$ cat config.mk
export PLATFORM = sky130hd
export DESIGN_NAME = icache_refill_flat
export DESIGN_NICKNAME = d
export VERILOG_FILES = /design/src/rtl/icache_refill_pkg.sv /design/src/rtl/icache_refill_if.sv /design/src/rtl/icache_refill_buf.sv /design/src/rtl/icache_refill.sv /design/src/flat_wrapper.sv
export SDC_FILE = /design/constraint.sdc
export NUM_CORES = 1
export LEC_CHECK = 0
export ABC_AREA = 0
export BUFFER_PORTS_ARGS = -buffer_cell sky130_fd_sc_hd__buf_4
export CAP_MARGIN = 15
export CORE_MARGIN = 5
export CORE_UTILIZATION = 45
export DETAILED_ROUTE_END_ITERATION = 12
export GPL_TIMING_DRIVEN = 1
export PLACE_DENSITY = 0.71
export SLEW_MARGIN = 10
export SYNTH_ARGS = -nofsm -noshare
export SYNTH_HDL_FRONTEND = slang
export SYNTH_SLANG_ARGS = --single-unit
$ cat constraint.sdc
create_clock -name clk -period 2.7 [get_ports clk]
set_input_delay 0.135 -clock clk [delete_from_list [all_inputs] [get_ports clk]]
set_output_delay 0.135 -clock clk [all_outputs]
set_load 0.05 [all_outputs]
$ cat src/rtl/icache_refill_pkg.sv
// icache_refill_pkg: shared sizes, address-field helpers and FSM state type
// for the instruction-cache line refill engine.
// Optional feature macro: ICACHE_REFILL_CRITICAL_WORD_FIRST_EN (see icache_refill.sv).
package icache_refill_pkg;

   localparam int WNUM       = 8;
   localparam int LNUM       = 64;
   localparam int WORD_WIDTH = 32;
   localparam int ADDR_WIDTH = 32;
   localparam int BOFFSZ     = 2;
   localparam int WADDRSZ    = $clog2(WNUM);
   localparam int LADDRSZ    = $clog2(LNUM);

   typedef logic [WORD_WIDTH-1:0] word_t;
   typedef logic [ADDR_WIDTH-1:0] addr_t;
   typedef logic [LADDRSZ-1:0]    laddr_t;
   typedef logic [WADDRSZ-1:0]    waddr_t;
   typedef word_t [WNUM-1:0]      line_t;

   typedef enum logic [1:0] {
      IDLE  = 2'd0,
      REQ   = 2'd1,
      RECV  = 2'd2,
      WRITE = 2'd3
   } refill_state_t;

   // Line index sits directly above the byte and word offsets.
   function automatic laddr_t line_index(addr_t a);
      return a[BOFFSZ+WADDRSZ +: LADDRSZ];
   endfunction

   function automatic waddr_t word_offset(addr_t a);
      return a[BOFFSZ +: WADDRSZ];
   endfunction

   // Clears byte and word offset: start of the cache line.
   function automatic addr_t line_align(addr_t a);
      addr_t m;
      m = a;
      m[BOFFSZ+WADDRSZ-1:0] = '0;
      return m;
   endfunction

   // Clears only the byte offset: start of the missed word.
   function automatic addr_t word_align(addr_t a);
      addr_t m;
      m = a;
      m[BOFFSZ-1:0] = '0;
      return m;
   endfunction

endpackage

$ cat src/rtl/icache_refill_if.sv
// icache_refill_if: miss request, memory burst and line-write signals of the
// refill engine. The master modport is the engine, the slave modport is its
// environment (icache controller, memory and data array).
// Optional feature macro: ICACHE_REFILL_CRITICAL_WORD_FIRST_EN adds crit_* signals.
interface icache_refill_if;
   import icache_refill_pkg::*;

   logic   miss_valid;
   logic   miss_ready;
   addr_t  miss_addr;

   logic   mem_req_valid;
   logic   mem_req_ready;
   addr_t  mem_req_addr;

   logic   mem_resp_valid;
   logic   mem_resp_ready;
   word_t  mem_resp_data;
   logic   mem_resp_last;

   logic   wr_en;
   laddr_t wr_laddr;
   line_t  wr_data;

   logic   refill_done;
   logic   busy;
   logic   err;

`ifdef ICACHE_REFILL_CRITICAL_WORD_FIRST_EN
   logic   crit_valid;
   word_t  crit_data;
`endif

   modport master (
`ifdef ICACHE_REFILL_CRITICAL_WORD_FIRST_EN
      output crit_valid, crit_data,
`endif
      input  miss_valid, miss_addr,
      output miss_ready,
      output mem_req_valid, mem_req_addr,
      input  mem_req_ready,
      input  mem_resp_valid, mem_resp_data, mem_resp_last,
      output mem_resp_ready,
      output wr_en, wr_laddr, wr_data,
      output refill_done, busy, err
   );

   modport slave (
`ifdef ICACHE_REFILL_CRITICAL_WORD_FIRST_EN
      input  crit_valid, crit_data,
`endif
      output miss_valid, miss_addr,
      input  miss_ready,
      input  mem_req_valid, mem_req_addr,
      output mem_req_ready,
      output mem_resp_valid, mem_resp_data, mem_resp_last,
      input  mem_resp_ready,
      input  wr_en, wr_laddr, wr_data,
      input  refill_done, busy, err
   );

endinterface

$ cat src/rtl/icache_refill_buf.sv
// icache_refill_buf: WNUM-entry line buffer. Beats are written at a pointer
// that can be preloaded (critical-word-first start) and wraps modulo WNUM;
// the whole line is read in parallel for the single-cycle array write.
module icache_refill_buf
   import icache_refill_pkg::*;
(
   input  logic   clk,
   input  logic   rst_n,
   input  logic   load,
   input  waddr_t start_ptr,
   input  logic   wr,
   input  word_t  wdata,
   output line_t  rd_line
);

   waddr_t ptr;
   line_t  mem;

   // Write pointer: preload at miss acceptance, step per beat; WNUM is a power
   // of two so the natural overflow of the pointer is the modulo wrap.
   always_ff @(posedge clk or negedge rst_n) begin
      if (!rst_n) begin
         ptr <= '0;
      end else if (load) begin
         ptr <= start_ptr;
      end else if (wr) begin
         ptr <= ptr + 1'b1;
      end
   end

   // Storage: reset clears it so an aborted partial line never survives.
   always_ff @(posedge clk or negedge rst_n) begin
      if (!rst_n) begin
         mem <= '0;
      end else if (wr) begin
         mem[ptr] <= wdata;
      end
   end

   assign rd_line = mem;

endmodule

$ cat src/rtl/icache_refill.sv
// icache_refill: accepts one icache miss at a time, issues one WNUM-beat burst
// read, collects the beats into a line buffer and writes the full line into the
// data array in a single cycle.
// Optional feature macro: ICACHE_REFILL_CRITICAL_WORD_FIRST_EN -- the burst
// starts at the missed word (wrapping burst), the buffer pointer starts at that
// word offset, and crit_valid/crit_data forward the first beat.
module icache_refill
   import icache_refill_pkg::*;
(
   input logic             clk,
   input logic             rst_n,
   icache_refill_if.master bus
);

   refill_state_t state;
   refill_state_t state_next;

   logic   ready_en;
   laddr_t line_q;
   addr_t  req_addr_q;
   waddr_t cnt;

   logic   accept_miss;
   logic   beat_hs;
   logic   last_beat;
   waddr_t start_ptr;
   line_t  buf_line;

   assign accept_miss = (state == IDLE) && ready_en && bus.miss_valid;
   assign beat_hs     = (state == RECV) && bus.mem_resp_valid;
   assign last_beat   = (cnt == waddr_t'(WNUM-1));

`ifdef ICACHE_REFILL_CRITICAL_WORD_FIRST_EN
   assign start_ptr = word_offset(bus.miss_addr);
`else
   assign start_ptr = '0;
`endif

   icache_refill_buf u_buf (
      .clk       (clk),
      .rst_n     (rst_n),
      .load      (accept_miss),
      .start_ptr (start_ptr),
      .wr        (beat_hs),
      .wdata     (bus.mem_resp_data),
      .rd_line   (buf_line)
   );

   // State register; reset drops straight back to IDLE, abandoning any refill.
   always_ff @(posedge clk or negedge rst_n) begin
      if (!rst_n) begin
         state <= IDLE;
      end else begin
         state <= state_next;
      end
   end

   // Keeps miss_ready low while reset is asserted and raises it one edge after.
   always_ff @(posedge clk or negedge rst_n) begin
      if (!rst_n) begin
         ready_en <= 1'b0;
      end else begin
         ready_en <= 1'b1;
      end
   end

   // Miss capture and beat counting; the counter, not mem_resp_last, decides
   // when the line is complete.
   always_ff @(posedge clk or negedge rst_n) begin
      if (!rst_n) begin
         line_q     <= '0;
         req_addr_q <= '0;
         cnt        <= '0;
      end else if (accept_miss) begin
         line_q     <= line_index(bus.miss_addr);
`ifdef ICACHE_REFILL_CRITICAL_WORD_FIRST_EN
         req_addr_q <= word_align(bus.miss_addr);
`else
         req_addr_q <= line_align(bus.miss_addr);
`endif
         cnt        <= '0;
      end else if (beat_hs) begin
         cnt <= cnt + 1'b1;
      end
   end

   // Next-state logic: IDLE -> REQ -> RECV -> WRITE -> IDLE.
   always_comb begin
      state_next = state;
      case (state)
         IDLE:    if (accept_miss) state_next = REQ;
         REQ:     if (bus.mem_req_ready) state_next = RECV;
         RECV:    if (beat_hs && last_beat) state_next = WRITE;
         WRITE:   state_next = IDLE;
         default: state_next = IDLE;
      endcase
   end

   // Outputs decoded from state; idle values are all zero so reset drives zero.
   always_comb begin
      bus.miss_ready     = 1'b0;
      bus.mem_req_valid  = 1'b0;
      bus.mem_req_addr   = '0;
      bus.mem_resp_ready = 1'b0;
      bus.wr_en          = 1'b0;
      bus.wr_laddr       = '0;
      bus.wr_data        = '0;
      bus.refill_done    = 1'b0;
      bus.busy           = 1'b1;
      bus.err            = 1'b0;
`ifdef ICACHE_REFILL_CRITICAL_WORD_FIRST_EN
      bus.crit_valid     = 1'b0;
      bus.crit_data      = '0;
`endif
      case (state)
         IDLE: begin
            bus.busy       = 1'b0;
            bus.miss_ready = ready_en;
         end
         REQ: begin
            bus.mem_req_valid = 1'b1;
            bus.mem_req_addr  = req_addr_q;
         end
         RECV: begin
            bus.mem_resp_ready = 1'b1;
            if (bus.mem_resp_valid) begin
               bus.err = (bus.mem_resp_last != last_beat);
`ifdef ICACHE_REFILL_CRITICAL_WORD_FIRST_EN
               if (cnt == '0) begin
                  bus.crit_valid = 1'b1;
                  bus.crit_data  = bus.mem_resp_data;
               end
`endif
            end
         end
         WRITE: begin
            bus.wr_en       = 1'b1;
            bus.refill_done = 1'b1;
            bus.wr_laddr    = line_q;
            bus.wr_data     = buf_line;
         end
         default: bus.busy = 1'b1;
      endcase
   end

endmodule

$ cat src/flat_wrapper.sv
// flat-port wrapper written by rule: the top's interface ports become plain ports
module icache_refill_flat import icache_refill_pkg::*;
  (clk, rst_n, bus_miss_valid, bus_miss_addr, bus_miss_ready, bus_mem_req_valid, bus_mem_req_addr, bus_mem_req_ready, bus_mem_resp_valid, bus_mem_resp_data, bus_mem_resp_last, bus_mem_resp_ready, bus_wr_en, bus_wr_laddr, bus_wr_data, bus_refill_done, bus_busy, bus_err);
  icache_refill_if bus_i ();
  input logic clk;
  input logic rst_n;
  input wire logic [$bits(bus_i.miss_valid)-1:0] bus_miss_valid;
  input wire logic [$bits(bus_i.miss_addr)-1:0] bus_miss_addr;
  output wire logic [$bits(bus_i.miss_ready)-1:0] bus_miss_ready;
  output wire logic [$bits(bus_i.mem_req_valid)-1:0] bus_mem_req_valid;
  output wire logic [$bits(bus_i.mem_req_addr)-1:0] bus_mem_req_addr;
  input wire logic [$bits(bus_i.mem_req_ready)-1:0] bus_mem_req_ready;
  input wire logic [$bits(bus_i.mem_resp_valid)-1:0] bus_mem_resp_valid;
  input wire logic [$bits(bus_i.mem_resp_data)-1:0] bus_mem_resp_data;
  input wire logic [$bits(bus_i.mem_resp_last)-1:0] bus_mem_resp_last;
  output wire logic [$bits(bus_i.mem_resp_ready)-1:0] bus_mem_resp_ready;
  output wire logic [$bits(bus_i.wr_en)-1:0] bus_wr_en;
  output wire logic [$bits(bus_i.wr_laddr)-1:0] bus_wr_laddr;
  output wire logic [$bits(bus_i.wr_data)-1:0] bus_wr_data;
  output wire logic [$bits(bus_i.refill_done)-1:0] bus_refill_done;
  output wire logic [$bits(bus_i.busy)-1:0] bus_busy;
  output wire logic [$bits(bus_i.err)-1:0] bus_err;
  assign bus_i.miss_valid = bus_miss_valid;
  assign bus_i.miss_addr = bus_miss_addr;
  assign bus_miss_ready = bus_i.miss_ready;
  assign bus_mem_req_valid = bus_i.mem_req_valid;
  assign bus_mem_req_addr = bus_i.mem_req_addr;
  assign bus_i.mem_req_ready = bus_mem_req_ready;
  assign bus_i.mem_resp_valid = bus_mem_resp_valid;
  assign bus_i.mem_resp_data = bus_mem_resp_data;
  assign bus_i.mem_resp_last = bus_mem_resp_last;
  assign bus_mem_resp_ready = bus_i.mem_resp_ready;
  assign bus_wr_en = bus_i.wr_en;
  assign bus_wr_laddr = bus_i.wr_laddr;
  assign bus_wr_data = bus_i.wr_data;
  assign bus_refill_done = bus_i.refill_done;
  assign bus_busy = bus_i.busy;
  assign bus_err = bus_i.err;
  icache_refill u_core (.clk(clk), .rst_n(rst_n), .bus(bus_i));
endmodule
==> results of run 1 <==
## path summary, 6_finish.rpt
kind                                            start                  endpoint  slack [ns]  depth (start not counted)
min in group asynchronous                       rst_n  u_core.u_buf.rd_line[54]        0.17                          2
worst max-delay path                  u_core.state[0]           bus_wr_data[93]        0.32                          4
worst min register to register  u_core.req_addr_q[31]     u_core.req_addr_q[31]        0.47                          2
max in group asynchronous                       rst_n  u_core.u_buf.rd_line[14]        1.75                          3
worst min-delay path                bus_mem_req_ready           u_core.state[0]        0.04                          3
worst max register to register        u_core.state[0]  u_core.u_buf.rd_line[80]        0.35                          6
## power breakdown
part / total, mW / internal (mW) / switching, mW / leakage [nW]
registers: 6.99 / 6.14 / 0.851 / 3.82
logic: 7.68 / 2.93 / 4.74 / 4.87
clock network: 4.06 / 2.39 / 1.68 / 0.479
## registers in the layout, summed over array words and instances, names as in the netlist
name                  count
u_core.u_buf.rd_line    256
u_core.req_addr_q        22
u_core.line_q             5
u_core.cnt                3
u_core.u_buf.ptr          3
u_core.state              2
u_core.ready_en           1
## routing by layer
metal	routed length [µm]	share of wire	GRT usage	vias to the layer above
li1	-	-	-	4226
met1	15180	0.42	0.2816	4644
met2	17620	0.49	0.3691	294
met3	2489	0.069	0.06184	57
met4	993	0.027	0.05517	0
met5	0	0	0	-
## metrics by stage
step	total power [mW]	cell area (µm²)	utilization	worst slack (ns)	hold WS [ns]
finish	18.73	17830	0.6245	0.3228	0.04434
global placement	14.46	16250	0.5692	0.3996	0.1539
CTS	18.88	17830	0.6245	0.2633	0.01922
detailed placement	14.69	16250	0.5692	0.3478	0.1594
floorplan	12.21	12970	-	0.2822	-0.1606
global route	19.73	17830	0.6245	0.1683	0.04087
## worst min-delay path, cell delays in order
cell     delay [ns]
buf_4          0.11
nor2b_1        0.14
o32a_1         0.16
## cell families (layout without fill, tap and decap cells)
logic type | Yosys count | count (layout)
and+or+nand+nor | 399 | 399
DFF | 292 | 292
muxes | 257 | 257
buffers and inverters | 74 | 513
adders and majority gates | 7 | 7
AOI/OAI and AO/OA | 5 | 5
xor gates and xnor gates | 4 | 4
other | 2 | 6
## cells in the mapped netlist, types with 2 or more instances
| master | count | area [µm²] |
|---|---|---|
| and2_1 | 290 | 1814 |
| dfrtp_1 | 292 | 7307 |
| nor2_1 | 7 | 26.28 |
| mux2_2 | 219 | 2466 |
| inv_1 | 3 | 11.26 |
| nand2b_1 | 2 | 12.51 |
| buf_4 | 7 | 52.55 |
| nor3_1 | 3 | 15.01 |
| mux2_1 | 38 | 427.9 |
| conb_1 | 2 | 7.510 |
| nand3_1 | 6 | 30.03 |
| ha_1 | 7 | 87.58 |
| clkbuf_1 | 39 | 146.4 |
| buf_2 | 25 | 125.1 |
| a21oi_1 | 3 | 15.01 |
| xor2_1 | 3 | 26.28 |
| nand2_1 | 86 | 322.8 |
## layout make-up
| class | count | area (µm²) | share of cell area |
|---|---|---|---|
| flip-flops and latches | 292 | 7307 | 0.4099 |
| multi-input cells | 678 | 5384 | 0.3020 |
| repair buffers | 455 | 3676 | 0.2062 |
| clock buffers | 49 | 913.4 | 0.05124 |
| well taps | 384 | 480.5 | 0.02695 |
| clock inverters | 6 | 55.05 | 0.003088 |
| inverters | 3 | 11.26 | 0.0006317 |
## what timing repair did
item / 4_1_cts / 5_1_grt
hold endpoints to repair: 355 / 0
hold buffers: 61 / 0
resized for setup: 0 / 0
==> summary.md, run 1 <==
| Metric | Value |
|---|---|
| Starting DRT DRC Count | 374 |
| Critical path required time | 2.57 ns |
| Die span in y | 179.7 µm |
| I/O Pins | 371 |
| Initial Utilization | 0.4539 |
| Most frequent cells in the layout | buf_4 (385), dfrtp_1 (292), and2_1 (290) |
| CTS tree | done |
| Die footprint | 32,290 µm² |
| Routed WL | 36,280 µm |
| Post-Synth Adder-Cell Area | 0.006759 |
| Cell Pwr Density | 1051 nW/µm² |
| Layout cell share with drive strength beyond 1 | 0.4498 |
| Netlist cell types | 25 |
| Status | finished clean |
| Synth Area in Simple Gates | 0.1743 |
| Cell row count | 62 |
| ANT cells | 0 |
| Worst vdd ir | 0.6379 mV |
| All-Layer GR Usage | 0.2191 |
| Register area share after synthesis | 0.5639 |
| Vias per cell | 4.939 |
| CP delay by family, top | buffers and inverters |
| Async S/R FF share, synth | 1.000 |
| Wire per inst | 19.43 µm |
| Dpl hpwl | 24,590 µm |
| Least-Margin Pin Slew | 0.5947 ns |
| LEAKAGE | 9.167 nW |
| Post-Synth XOR/XNOR Area | 0.002703 |
| TNS Setup | 0 ns |
| Setup violators final | 0 |
| Area of the mapped netlist | 12,960 µm² |
| Crit path time final | 2.377 ns |
| Filler cells | 2,294 |
| Slew HR | 0.6035 |
| Fin. max-slew vios | 0 |
| Clock Skews | 0.009000 ns |
| Antenna violations before repair | 0 |
| CP Class | register to primary output |
| Crit path launch type | register |
| Post-synth top flop | dfrtp_1 |
| Commonest non-fill, non-tap cell in the layout | buf_4 |
| IO buf count | 360 |
| Cts bufs inserted | 31 |
| Worst-skew pair later-pin latency | 0.54 ns |
| Yosys synthesis warning count | 0 |
| Slowest cell on the critical path | ha_4 |
| Synthesized flop and latch total | 292 |
| Worst-path clk slew | 0.06 ns |
| CP bufs+invs | 2 |
| GRT overflow | 0 |
| Worst Hold Class | primary input to register |
| Post-CTS setup buffers | 0 |
| DRT Pass-1 Iters | 4 |
| # DRC | 0 |
| Via count | 9,221 |
| CP cell instances | ha_4 -> buf_4 -> and2_1 -> buf_4 |
| Post-synth EDFFs | 0 |
| RSZ-0062 raised after global routing | false |
| Core area | 28,550 µm² |
| Critical Path Max Stage Delay | 0.52 ns |
| Synth Area in Compound Gates | 0.002607 |
| Die X | 179.7 µm |
| Max cap viols | 0 |
| Area grow syn2layout | 37.57% |
| Final Hold Fails | 0 |
| Antenna Nets Post-Route | 0 |
| Maximum buffer depth of the clock tree | 3 |
| Pin count of the biggest net entering global routing | 77 |
| Cell Count, Final, Fillers Out | 1,867 |
| Worst EP arrival | 2.24 ns |
| Root Driver | clkbuf_16 |
| Syn Area/Cell | 12.46 µm² |
| Final Cycle Share | 0.8804 |
| CTS Sinks | 292 |
| Largest family of logic cells by synthesized area | multiplexers |
| Worst path most repeated cell | buf_4 |
| Vias in the first global route | 9,894 |
| # placed instances | 1,751 |
| Mapped Cells | 1,040 |
| First-pass GRT wire length | 57,680 µm |
| Critical Path Fanout Max | 47 |
| Final GP Congestion | 0.7937 |
| Setup crit end kind | primary output |
| Mux share of post-synthesis cell area | 0.2233 |
| Final nets | 1,538 |
| H-tree levels | 1 |
| Maximum clock rate | 420.7 MHz |
Power figures use the tool's default switching activity.
==> run 2, diff against run 1 <==
--- a/config.mk
+++ b/config.mk
@@ -10,6 +10,7 @@
 export CAP_MARGIN = 15
 export CORE_MARGIN = 5
 export CORE_UTILIZATION = 45
+export CTS_BUF_LIST = sky130_fd_sc_hd__clkbuf_4
 export DETAILED_ROUTE_END_ITERATION = 12
 export GPL_TIMING_DRIVEN = 1
 export PLACE_DENSITY = 0.71
==> constraint.sdc (replaced) <==
create_clock -name clk -period 2.5 [get_ports clk]
set_input_delay 0.125 -clock clk [delete_from_list [all_inputs] [get_ports clk]]
set_output_delay 0.125 -clock clk [all_outputs]
set_load 0.05 [all_outputs]
==> summary.md, run 2 (synthesis gave the netlist of run 1 again) <==
| Metric | Value |
|---|---|
| Status | finished clean (unchanged) |
| Least-Margin Pin Slew | 0.5562 ns (was 0.5947 ns) |
| Cell row count | 62 (unchanged) |
| R2R Setup Slk | 0.24 ns (was 0.35 ns) |
| Crit path launch type | register (unchanged) |
| Final nets | 1,608 (was 1,538) |
| DRT Pass-1 Iters | 4 (unchanged) |
| Worst EP arrival | 2.19 ns (was 2.24 ns) |
| Layout cell share with drive strength beyond 1 | 0.4656 (was 0.4498) |
| Maximum clock rate | 432.1 MHz |
| Die footprint | 32,290 µm² (unchanged) |
| Initial Utilization | 0.4539 (unchanged) |
| Setup violators final | 0 (unchanged) |
| CP Class | register to primary output (unchanged) |
| WHS Path Cells | 4 (was 3) |
| Die X | 179.7 µm (unchanged) |
| Worst vdd ir | 0.7552 mV (was 0.6379 mV) |
| Antenna violations before repair | 1 (was 0) |
| CP cell instances | ha_4 -> buf_4 -> and2_1 -> buf_4 (unchanged) |
| LEAKAGE | 9.379 nW (was 9.167 nW) |
| H-tree levels | 3 (was 1) |
| Max cap viols | 0 (unchanged) |
| Fin. max-slew vios | 0 (unchanged) |
| Worst Hold Class | primary input to register (unchanged) |
| Crit path time final | 2.315 ns |
| All-Layer GR Usage | 0.2288 (was 0.2191) |
| First-pass GRT wire length | 59,650 µm (was 57,680 µm) |
| Worst r2r path cells | 7 (was 6) |
| Root Driver | clkbuf_4 (was clkbuf_16) |
| Pin count of the biggest net entering global routing | 68 (was 77) |
| Cell Pwr Density | 1123 nW/µm² (was 1051 nW/µm²) |
| TNS Setup | 0 ns (unchanged) |
| Vias in the first global route | 10.60k (was 9,894) |
| Dpl hpwl | 24,430 µm (was 24,590 µm) |
| Worst path most repeated cell | buf_4 (unchanged) |
| I/O Pins | 371 (unchanged) |
| Commonest non-fill, non-tap cell in the layout | buf_4 (unchanged) |
| Worst setup path end | bus_wr_data[69] (was bus_wr_data[93]) |
| IO buf count | 360 (unchanged) |
| Slowest cell on the critical path | dfrtp_1 (was ha_4) |
| Wire per inst | 19.12 µm (was 19.43 µm) |
| Die span in y | 179.7 µm (unchanged) |
| Final GP Congestion | 0.8243 (was 0.7937) |
| # DRC | 0 (unchanged) |
| Worst Setup SP | u_core.state[0] (unchanged) |
| CTS Sinks | 292 (unchanged) |
| Final Hold Fails | 0 (unchanged) |
| Antenna Nets Post-Route | 0 (unchanged) |
| Routed WL | 37,660 µm (was 36,280 µm) |
| # placed instances | 1,752 (was 1,751) |
| R2r endpoint | u_core.req_addr_q[23] (was u_core.u_buf.rd_line[80]) |
| Critical path required time | 2.38 ns (was 2.57 ns) |
| Post-CTS setup buffers | 0 (unchanged) |
| Core area | 28,550 µm² (unchanged) |
| Reg2Reg Launch Point | u_core.state[0] (unchanged) |
| Final Cycle Share | 0.9258 |
| Starting DRT DRC Count | 420 (was 374) |
| Area grow syn2layout | 39.62% (was 37.57%) |
| Cts bufs inserted | 76 (was 31) |
| Worst-path clk slew | 0.08 ns (was 0.06 ns) |
| Final Core Density | 0.6338 (was 0.6245) |
| Via count | 9,660 (was 9,221) |
| Clock Skews | 0.05161 ns (was 0.009000 ns) |
| Setup crit end kind | primary output (unchanged) |
| Critical Path Fanout Max | 37 (was 47) |
| Slew HR | 0.6292 (was 0.6035) |
| RSZ-0062 raised after global routing | false (unchanged) |
| GRT overflow | 0 (unchanged) |
| Maximum buffer depth of the clock tree | 3 (unchanged) |
| Largest register FFs | 256 (unchanged) |
| Vias per cell | 4.906 (was 4.939) |
| Most frequent cells in the layout | buf_4 (385), dfrtp_1 (292), and2_1 (290) (unchanged) |
| Cell Count, Final, Fillers Out | 1,969 (was 1,867) |
| Critical Path Max Stage Delay | 0.44 ns (was 0.52 ns) |
| CTS tree | done (unchanged) |
| Worst-skew pair later-pin latency | 0.67 ns (was 0.54 ns) |
-- run 2: worst min path at each step --
stage | startpoint | endpoint | slack [ns]
2_1_floorplan | rst_n | u_core.cnt[0] | -0.17
6_report | bus_miss_addr[25] | u_core.req_addr_q[25] | 0.23
5_1_grt | bus_miss_addr[25] | u_core.req_addr_q[25] | 0.18
4_1_cts | bus_miss_addr[25] | u_core.req_addr_q[25] | 0.15
3_5_place_dp | rst_n | u_core.u_buf.rd_line[213] | 0.16
3_3_place_gp | rst_n | u_core.u_buf.rd_line[83] | 0.16
-- run 2: through the flow --
stage                     setup WS [ns]  cell area (µm²)  power, mW  hold WS [ns]
after floorplan                 0.08224            12970      13.18       -0.1706
after global placement           0.3445            16270      15.60        0.1571
after detailed placement         0.2948            16270      15.86        0.1563
after CTS                       0.08178            18090      20.47        0.1546
after global routing          0.0001505            18090      21.51        0.1795
final                            0.1855            18090      20.31        0.2287
-- run 2: what timing repair did --
action | in CTS | in global routing
hold endpoints to repair | 583 | 0
hold buffers | 85 | 0
gates resized for setup | 0 | 0
-- run 2: metal layers --
layer | vias up | track usage | wire length (µm)
li1 | 4440 | - | -
met1 | 4816 | 0.2808 | 15190
met2 | 353 | 0.3869 | 18820
met3 | 51 | 0.07700 | 2927
met4 | 0 | 0.06614 | 720
met5 | - | 0 | 0
-- run 2: cell type report --
class                   instances  area, µm²
clock inverters                24      172.7
inverters                       3      11.26
clock buffers                 106      795.8
multi-input cells             678       5384
fillers                      2298      10460
flip-flops and latches        292       7307
well taps                     384      480.5
diodes                          2      5.005
repair buffers                480       3936
-- run 2: critical path, delay by kind of cell, from the launching register on --
family | cells | cell delay, ns
flip-flops | 1 | 0.44
AND/OR/NAND/NOR | 1 | 0.21
buffers and inverters | 2 | 0.56
adder cells (fa/ha/maj) | 1 | 0.35
-- run 2: power by group --
| part | switching [mW] | internal, mW | total (mW) |
|---|---|---|---|
| Sequential | 0.932 | 6.63 | 7.56 |
| Combinational | 5.19 | 3.37 | 8.56 |
| Clock | 1.93 | 2.26 | 4.19 |
| Total | 8.05 | 12.3 | 20.3 |
==> run 3, diff against run 2 <==
--- a/config.mk
+++ b/config.mk
@@ -13,7 +13,7 @@
 export CTS_BUF_LIST = sky130_fd_sc_hd__clkbuf_4
 export DETAILED_ROUTE_END_ITERATION = 12
 export GPL_TIMING_DRIVEN = 1
-export PLACE_DENSITY = 0.71
+export PLACE_DENSITY = 0.82
 export SLEW_MARGIN = 10
 export SYNTH_ARGS = -nofsm -noshare
 export SYNTH_HDL_FRONTEND = slang
==> summary.md, run 3 (synthesis gave the netlist of run 1 again) <==
| Metric | Value |
|---|---|
| Least-Margin Pin Slew | 0.5746 ns (was 0.5562 ns) |
| Worst-skew pair later-pin latency | 0.65 ns (was 0.67 ns) |
| Vias in the first global route | 10.64k (was 10.60k) |
| Status | finished clean (unchanged) |
| Max cap viols | 0 (unchanged) |
| Root Driver | clkbuf_4 (unchanged) |
| Cell row count | 62 (unchanged) |
| Final Core Density | 0.6243 (was 0.6338) |
| Crit path launch type | register (unchanged) |
| CTS tree | done (unchanged) |
| Critical Path Fanout Max | 144 (was 37) |
| Pwr Total | 20.08 mW (was 20.31 mW) |
| Slew HR | 0.6169 (was 0.6292) |
| Routed WL | 37,360 µm (was 37,660 µm) |
| GRT overflow | 0 (unchanged) |
| Worst Hold Class | primary input to asynchronous set/reset pin (was primary input to register) |
| R2r endpoint | u_core.u_buf.rd_line[9] (was u_core.req_addr_q[23]) |
| Cts bufs inserted | 78 (was 76) |
| Maximum buffer depth of the clock tree | 3 (unchanged) |
| TNS Setup | 0 ns (unchanged) |
| All-Layer GR Usage | 0.2283 (was 0.2288) |
| Layout cell share with drive strength beyond 1 | 0.4769 (was 0.4656) |
| H-tree levels | 3 (unchanged) |
| Wire per inst | 19.23 µm (was 19.12 µm) |
| Worst Setup SP | u_core.state[0] (unchanged) |
| Setup violators final | 0 (unchanged) |
| Largest register FFs | 256 (unchanged) |
| Maximum clock rate | 442.3 MHz (was 432.1 MHz) |
| Worst-path clk slew | 0.07 ns (was 0.08 ns) |
| Final Hold Fails | 0 (unchanged) |
| CTS Sinks | 292 (unchanged) |
| Final GP Congestion | 0.7908 (was 0.8243) |
| Critical path required time | 2.38 ns (about the same) |
| Reg2Reg Launch Point | u_core.state[0] (unchanged) |
| Initial Utilization | 0.4539 (unchanged) |
| Die span in y | 179.7 µm (unchanged) |
| RSZ-0062 raised after global routing | false (unchanged) |
| Area grow syn2layout | 37.52% (was 39.62%) |
| Antenna violations before repair | 2 (was 1) |
| First-pass GRT wire length | 59,730 µm (was 59,650 µm) |
| Worst r2r path cells | 6 (was 7) |
| Worst vdd ir | 0.7362 mV (was 0.7552 mV) |
| Fin. max-slew vios | 0 (unchanged) |
| Clock Skews | 0.03956 ns (was 0.05161 ns) |
| Setup crit end kind | primary output (unchanged) |
| Final Cycle Share | 0.9044 (was 0.9258) |
| CP Class | register to primary output (unchanged) |
| Commonest non-fill, non-tap cell in the layout | buf_4 (unchanged) |
| Final nets | 1,581 (was 1,608) |
| R2R Setup Slk | 0.28 ns (was 0.24 ns) |
| Dpl hpwl | 24,160 µm (was 24,430 µm) |
| Die footprint | 32,290 µm² (unchanged) |
| Crit path time final | 2.261 ns (was 2.315 ns) |
| Vias per cell | 4.991 (was 4.906) |
| Slowest cell on the critical path | dfrtp_1 (unchanged) |
| Antenna Nets Post-Route | 0 (unchanged) |
| Critical Path Max Stage Delay | 0.43 ns (was 0.44 ns) |
| Via count | 9,698 (was 9,660) |
| CP cell instances | ha_4 -> buf_12 -> and2_1 -> buf_4 (was ha_4 -> buf_4 -> and2_1 -> buf_4) |
| Core area | 28,550 µm² (unchanged) |
| I/O Pins | 371 (unchanged) |
| Most frequent cells in the layout | buf_4 (381), dfrtp_1 (292), and2_1 (290) (was buf_4 (385), dfrtp_1 (292), and2_1 (290)) |
| IO buf count | 360 (unchanged) |
| # DRC | 0 (unchanged) |
| Starting DRT DRC Count | 408 (was 420) |
| Pin count of the biggest net entering global routing | 145 (was 68) |
| Cell Pwr Density | 1127 nW/µm² (was 1123 nW/µm²) |
| LEAKAGE | 9.257 nW (was 9.379 nW) |
| Die X | 179.7 µm (unchanged) |
| Worst EP arrival | 2.14 ns (was 2.19 ns) |
| DRT Pass-1 Iters | 5 (was 4) |
-- run 3: cell count changes in the layout (fill, tap and decap cells not counted), sizes merged --
cell | previous run | this run
clkinv | 20 | 11
dlygate4sd3 | 85 | 62
bufinv | 3 | 2
diode | 2 | 3
buf | 395 | 389
clkbuf | 106 | 118
-- run 3: worst max-delay path by stage --
stage               slack [ns]  cells past startpoint                      end
floorplan                 0.08                      8  u_core.u_buf.rd_line[0]
global placement          0.31                      6  u_core.u_buf.rd_line[0]
detailed placement        0.27                      6  u_core.u_buf.rd_line[0]
CTS                       0.20                      4          bus_wr_data[75]
global route              0.06                      4          bus_wr_data[75]
finish                    0.24                      4          bus_wr_data[75]
-- run 3: metrics by stage --
| step | cells | setup WS [ns] | hold WS [ns] | instance area, µm² |
|---|---|---|---|---|
| floorplan | 1044 | 0.08224 | -0.1706 | 12970 |
| global placement | 1746 | 0.3116 | 0.1395 | 16200 |
| detailed placement | 1746 | 0.2664 | 0.1437 | 16200 |
| CTS | 1940 | 0.1973 | 0.007937 | 17810 |
| global route | 1943 | 0.05615 | 0.02135 | 17820 |
| finish | 1943 | 0.2389 | 0.05675 | 17820 |
-- run 3: final cells by class --
type                            count  area, µm²
Fill cell                        2198      10730
Timing Repair Buffer              451       3636
Clock inverter                     14      108.9
Multi-Input combinational cell    678       5384
Clock buffer                      118      885.9
Inverter                            3      11.26
Antenna cell                        3      7.507
Sequential cell                   292       7307
Tap cell                          384      480.5
-- run 3: where the power goes --
part | switching [mW] | internal, mW | leakage (nW)
Combinational | 5.14 | 3.11 | 4.84
Sequential | 0.961 | 6.63 | 3.82
Clock | 1.90 | 2.34 | 0.600
Total | 8.00 | 12.1 | 9.26
-- run 3: timing repair --
action                     CTS  global route
hold endpoints to repair   583             0
hold buffers                62             0
setup endpoints to repair    0             0
buffers inserted             0             0
resized for setup            0             0
-- run 3: critical path, delay by kind of cell (launching register included) --
kind                     cells  cell delay, ns
buffers and inverters        2            0.55
flip-flops                   1            0.43
AND/OR/NAND/NOR              1            0.24
adder cells (fa/ha/maj)      1            0.20
-- run 3: layer usage --
layer	GRT usage	vias up	routed length (µm)
li1	-	4371	-
met1	0.2845	4879	15210
met2	0.3785	382	18490
met3	0.07013	66	2688
met4	0.08168	0	970
met5	0	-	0
